===== src/rtl/adsr_envelope.sv =====
// adsr_envelope: per-voice ADSR envelope (IDLE/ATTACK/DECAY/SUSTAIN/RELEASE) scaling the mixed waveform; build macro ADSR_HARD_RETRIGGER_EN makes note-on restart from silence.
// Latency: gate to ATTACK 3 clk edges (2-flop sync + edge detect); wave_out registered 1 cycle after wave_in/env_level.
// Backpressure: none; free-running stream stage, level moves once per prescaler tick (every 2^PRESCALE_W clk).
module adsr_envelope #(
  parameter int PRESCALE_W = 10
) (
  input  logic       clk,
  input  logic       rst_n,
  input  logic       gate,
  input  logic [7:0] attack_rate,
  input  logic [7:0] decay_rate,
  input  logic [7:0] sustain_level,
  input  logic [7:0] release_rate,
  input  logic [7:0] wave_in,
  output logic [7:0] wave_out,
  output logic [7:0] env_level,
  output logic [2:0] env_state,
  output logic       active
);

  typedef enum logic [2:0] {
    ST_IDLE    = 3'd0,
    ST_ATTACK  = 3'd1,
    ST_DECAY   = 3'd2,
    ST_SUSTAIN = 3'd3,
    ST_RELEASE = 3'd4
  } state_e;

  state_e                state_q;
  logic [15:0]           acc_q;
  logic [PRESCALE_W-1:0] presc_q;
  logic [PRESCALE_W-1:0] presc_d;
  logic                  gate_meta_q;
  logic                  gate_s_q;
  logic                  gate_d_q;
  logic [7:0]            wave_out_q;

  logic                  rise;
  logic                  fall;
  logic                  tick;
  logic [8:0]            step;
  logic [16:0]           acc17;
  logic [16:0]           sum17;
  logic [16:0]           tgt_plus17;
  logic [15:0]           target;
  logic [15:0]           diff;
  logic [7:0]            scaled;

  // Phase step, 17-bit compare operands and edge/tick qualifiers for the FSM.
  always_comb begin
    step = 9'd0;
    unique case (state_q)
      ST_ATTACK:  step = {1'b0, attack_rate} + 9'd1;
      ST_DECAY:   step = {1'b0, decay_rate} + 9'd1;
      ST_RELEASE: step = {1'b0, release_rate} + 9'd1;
      default:    step = 9'd0;
    endcase
    target     = {sustain_level, 8'h00};
    acc17      = {1'b0, acc_q};
    sum17      = acc17 + {8'd0, step};
    tgt_plus17 = {1'b0, target} + {8'd0, step};
    diff       = acc_q - {7'd0, step};
    presc_d    = presc_q + PRESCALE_W'(1);
    tick       = &presc_q;
    rise       = gate_s_q & ~gate_d_q;
    fall       = ~gate_s_q & ((state_q == ST_ATTACK) || (state_q == ST_DECAY) ||
                              (state_q == ST_SUSTAIN));
  end

  // Bring the asynchronous gate into clk and keep one delayed copy for edge detection.
  always_ff @(posedge clk) begin
    if (!rst_n) begin
      gate_meta_q <= 1'b0;
      gate_s_q    <= 1'b0;
      gate_d_q    <= 1'b0;
    end else begin
      gate_meta_q <= gate;
      gate_s_q    <= gate_meta_q;
      gate_d_q    <= gate_s_q;
    end
  end

  // Free-running prescaler; its all-ones cycle is the envelope tick.
  always_ff @(posedge clk) begin
    if (!rst_n) begin
      presc_q <= '0;
    end else begin
      presc_q <= presc_d;
    end
  end

  // Envelope FSM: gate edges win over the tick, and a tick in an edge cycle is dropped.
  always_ff @(posedge clk) begin
    if (!rst_n) begin
      state_q <= ST_IDLE;
      acc_q   <= '0;
    end else if (rise) begin
      state_q <= ST_ATTACK;
`ifdef ADSR_HARD_RETRIGGER_EN
      acc_q   <= '0;
`else
      acc_q   <= acc_q;
`endif
    end else if (fall) begin
      state_q <= ST_RELEASE;
    end else if (tick) begin
      unique case (state_q)
        ST_IDLE: begin
          acc_q <= '0;
        end
        ST_ATTACK: begin
          if (sum17 >= 17'h0FFFF) begin
            acc_q   <= 16'hFFFF;
            state_q <= ST_DECAY;
          end else begin
            acc_q   <= sum17[15:0];
          end
        end
        ST_DECAY: begin
          // Also covers sustain raised above the current level: snap up to target.
          if (acc17 <= tgt_plus17) begin
            acc_q   <= target;
            state_q <= ST_SUSTAIN;
          end else begin
            acc_q   <= diff;
          end
        end
        ST_SUSTAIN: begin
          acc_q <= target;
        end
        ST_RELEASE: begin
          if (acc17 <= {8'd0, step}) begin
            acc_q   <= '0;
            state_q <= ST_IDLE;
          end else begin
            acc_q   <= diff;
          end
        end
        default: begin
          acc_q   <= '0;
          state_q <= ST_IDLE;
        end
      endcase
    end
  end

  assign scaled = 8'(({8'd0, wave_in} * {8'd0, acc_q[15:8]}) >> 8);

  // Registered output scaling: upper byte of wave_in * env_level.
  always_ff @(posedge clk) begin
    if (!rst_n) begin
      wave_out_q <= '0;
    end else begin
      wave_out_q <= scaled;
    end
  end

  assign wave_out  = wave_out_q;
  assign env_level = acc_q[15:8];
  assign env_state = state_q;
  assign active    = (state_q != ST_IDLE);

endmodule


===== config.mk =====
export PLATFORM = sky130hd
export DESIGN_NAME = adsr_envelope
export DESIGN_NICKNAME = d
export VERILOG_FILES = /design/src/rtl/adsr_envelope.sv
export SDC_FILE = /design/constraint.sdc
export NUM_CORES = 1
export LEC_CHECK = 0
export BUFFER_PORTS_ARGS = -buffer_cell sky130_fd_sc_hd__buf_2
export CORE_MARGIN = 5
export CORE_UTILIZATION = 40
export CTS_CLUSTER_SIZE = 16
export DETAILED_ROUTE_END_ITERATION = 10
export REMOVE_ABC_BUFFERS = 1
export SLEW_MARGIN = 15
export SYNTH_ARGS = -nofsm -noshare
export SYNTH_HDL_FRONTEND = slang
export SYNTH_SLANG_ARGS = --single-unit

===== constraint.sdc =====
create_clock -name clk -period 6 [get_ports clk]
set_input_delay 0.3 -clock clk [delete_from_list [all_inputs] [get_ports clk]]
set_output_delay 0.3 -clock clk [all_outputs]
set_load 0.02 [all_outputs]

==> impl_metrics.ini <==
[critical_path]
r2r-end = acc_q[3]$_SDFFE_PN0P_
max_stage_delay_ps = 610
required_ps = 6180
critPathTopFamily = compound AO/OA/AOI/OAI gates
crit_type = flop to flop
critPathLaunchType = flop
r2r_start = env_state[0]$_SDFFE_PN0P_
worstPathArrival_ps = 5690
end_kind = flop
path_cells = nor3b_4 > buf_4 > nor2_4 > nand2_1 > nand2_1 > ha_1 > nor2b_1 > nand4b_1 > or4_1 > inv_1 > ha_1 > ha_1 > nand2_1 > nor2_1 > xnor2_1 > ha_1 > a21o_1 > a21oi_1 > o221ai_1 > o211ai_1 > o21ai_2 > a221oi_1 > o22a_1 > o21ai_1
path_common_cell = ha_1
cpMaxStageDelayCell = dfxtp_1
critPathMaxFanout = 13
cp.buffers_inverters = 2
rr_worst_depth = 24
reg2reg_slack_ps = 500

[sta]
setup_violations = 0
period_needed_ps = 5505
rsz0062_at_grt = false
max_freq_mhz = 181.7
hold_ws_ps = 218.7
slew_headroom_pct = 40.77
worst_pin_slew_ps = 885.1
hold_viol_final = 0
fin_setup_tns_ps = 0
min_period_over_period_pct = 91.75
slew_violations = 0
fin_worst_skew_ps = 9.443

[place]
port_buffers = 62
gp_congestion = 0.8722
dp.final_hpwl_um = 12390

[global_routing]
antenna_found_initial = 0
groute.usage.overall_pct = 18.03
grt_max_degree = 26
grt_first_pass_wirelength_um = 26540
grt-ovfl-total = 0
grt_pass1_vias = 5258

[route]
wl_per_cell_um = 15.94
num_vias = 5423
drt-vias-per-instance = 5.494
drt_iter0_drc = 421
drtAntennaViolNets = 0
drtPass1Iterations = 6
wirelength_um = 15730
drcViolationCount = 0

[worst_hold_path]
hold_start = gate
worstHoldPathCells = 2
min_to = gate_meta_q$_SDFF_PN0_
hold_class = primary input to flop

[clock_network]
hold_buffers = 0
clkLatencyLatePin_ps = 290
clock_sinks = 40
clk_pin_slew_worst_paths_ps = 70
cts_tree = yes
htreeDepth = 2
clockBufferDepth = 2
root_buffer = clkbuf_16
cts_buffers = 5

[synthesis]
avgSynthCellArea_um2 = 7.794
synth_cells = 754
ys_types = 78
synth_area_leaders = dfxtp_1, ha_1, fa_1, inv_1, nand2_1
syn_area_um2 = 5877
ys.flop_type = dfxtp_1
seq_area_frac_synth_pct = 13.63
netlist.area_leader.share_pct = 13.63
synth-edff-count = 0
yosysTopAreaCell = dfxtp_1
ys.warnings.count = 0
async_flop_share_pct = 0
synth-seq-cells = 40

[job]
cap_violations = 0

[layout]
area_growth_pct = 11.03
drive_above_1_share_pct = 14.32
nFillCells = 1479
post-route-util_pct = 45.07
diodes = 0
nNetsFinal = 945

[die]
core_area_um2 = 14480
die_area_um2 = 17220
start_util_pct = 40.59
die-height_um = 131.2
boundaryPins = 63
die_width_um = 131.2
fp-row-count = 44

[power_and_ir_drop]
leakagePower_nw = 3.139
max-vdd-ir-drop_v = 0.0001507
power_density_nw_per_um2 = 106.9

[run_status]
status = finished clean
==> metrics by stage <==
stage / area [um2] / worst slack [ps] / total power, mW / cells
global placement: 6311 / 698.3 / 0.3692 / 975
finish: 6525 / 495.2 / 0.6977 / 987
global route: 6525 / 9.411 / 0.7193 / 987
CTS: 6489 / 498.7 / 0.7026 / 983
floorplan: 5658 / 890.6 / 0.3269 / 714
detailed placement: 6311 / 509.1 / 0.3689 / 975
==> power by group <==
group / switching, mW / leakage (nW) / internal, mW / total, mW
Sequential: 0.00200 / 0.323 / 0.268 / 0.270
Combinational: 0.0563 / 2.73 / 0.0374 / 0.0937
Clock: 0.125 / 0.0871 / 0.209 / 0.334
==> timing repair <==
action,in CTS,in global routing
endpoints found under the hold margin,0,0
setup buffers,0,4
endpoints found under the setup margin,0,3
resized for setup,0,1
==> cells in the mapped netlist (all sizes together) (18+ instances only) <==
master and count:
o21ai 32, xnor2 25, nand2 78, nor3 18, clkbuf 19, dfxtp 40, inv 79, ha 63
fa 37, nor2 57, and2 41, a21oi 37, buf 21, nand3 22
==> layout make-up <==
| cell class | count | area (um2) | share of cell area (%) |
|---|---|---|---|
| Clock buffer | 6 | 138.9 | 2.128 |
| Timing Repair Buffer | 81 | 452.9 | 6.942 |
| Inverter | 79 | 296.5 | 4.545 |
| Multi-Input combinational cell | 595 | 4567 | 69.99 |
| Clock inverter | 2 | 38.79 | 0.5944 |
| Sequential cell | 40 | 800.8 | 12.27 |
| Tap cell | 184 | 230.2 | 3.528 |
==> state kept, by name (all words and copies together) (netlist names) <==
name         cells
gate_d_q         1
gate_meta_q      1
wave_out         8
env_state        3
presc_q         10
gate_s_q         1
acc_q           16
==> cell usage in the layout (no fill, tap or decap), types with 3 or more instances in the layout <==
master     count
o21ai_0       29
a22o_1         5
and2_1        41
nor2_1        56
xnor2_1       25
o311ai_0       3
nand4_1        9
or3_1          5
a211oi_1       5
nand2b_1       8
fa_1          37
a221oi_2       3
buf_2         62
xor2_1        16
o211ai_1       4
buf_4         19
inv_1         78
o21a_1        12
nor3_1        18
ha_1          63
and3_1         5
a31oi_1        7
nor4_1         6
or2_2          5
o31ai_1        4
a21o_1        10
a41oi_1        3
dfxtp_1       40
a22oi_1        8
mux2_2         3
nor2b_1       11
nand3_1       22
nand2_1       78
a311oi_1       3
a21oi_1       36
clkbuf_16      5
o22ai_1        6
==> cell families (layout without fill, tap and decap cells) <==
family                   after synthesis  count (layout)  share of synthesized area [%]
AO/OA/AOI/OAI                        168             168                          20.14
buffers and inverters                119             168                          8.771
multiplexers                           4               4                         0.7451
flip-flops                            40              40                          13.63
AND/OR/NAND/NOR                      282             282                          24.59
XOR/XNOR                              41              41                          6.110
adder cells (fa/ha/maj)              100             100                          26.02
==> per-layer routing <==
layer	wire length [um]	GRT usage (%)	vias to the layer above
met3	917	3.020	18
met4	213	3.753	0
met2	6731	27.29	172
li1	-	-	2688
met1	7867	26.92	2545
met5	0	0	-
==> worst max path at each step <==
stage	start	end	slack, ps	cells past startpoint
after floorplan	env_state[2]$_SDFFE_PP0P_	acc_q[3]$_SDFFE_PN0P_	890	22
after global placement	env_state[1]$_SDFFE_PP0P_	acc_q[3]$_SDFFE_PN0P_	700	22
after detailed placement	env_state[1]$_SDFFE_PP0P_	acc_q[3]$_SDFFE_PN0P_	510	22
after CTS	env_state[1]$_SDFFE_PP0P_	acc_q[3]$_SDFFE_PN0P_	500	22
after global routing	env_state[0]$_SDFFE_PN0P_	env_state[0]$_SDFFE_PN0P_	9	24
final	env_state[0]$_SDFFE_PN0P_	acc_q[3]$_SDFFE_PN0P_	500	24
==> worst reg2reg max path, cell delays in order, from the launching register on <==
cell and delay [ps]:
dfxtp_1 610, nor3b_4 140, buf_4 170, nor2_4 190, nand2_1 140, nand2_1 110
ha_1 170, nor2b_1 180, nand4b_1 150, or4_1 530, inv_1 120, ha_1 200
ha_1 250, nand2_1 80, nor2_1 110, xnor2_1 130, ha_1 260, a21o_1 180
a21oi_1 190, o221ai_1 130, o211ai_1 460, o21ai_2 310, a221oi_1 360, o22a_1 180
o21ai_1 50
Note: power is estimated with default switching activity, not from simulation.
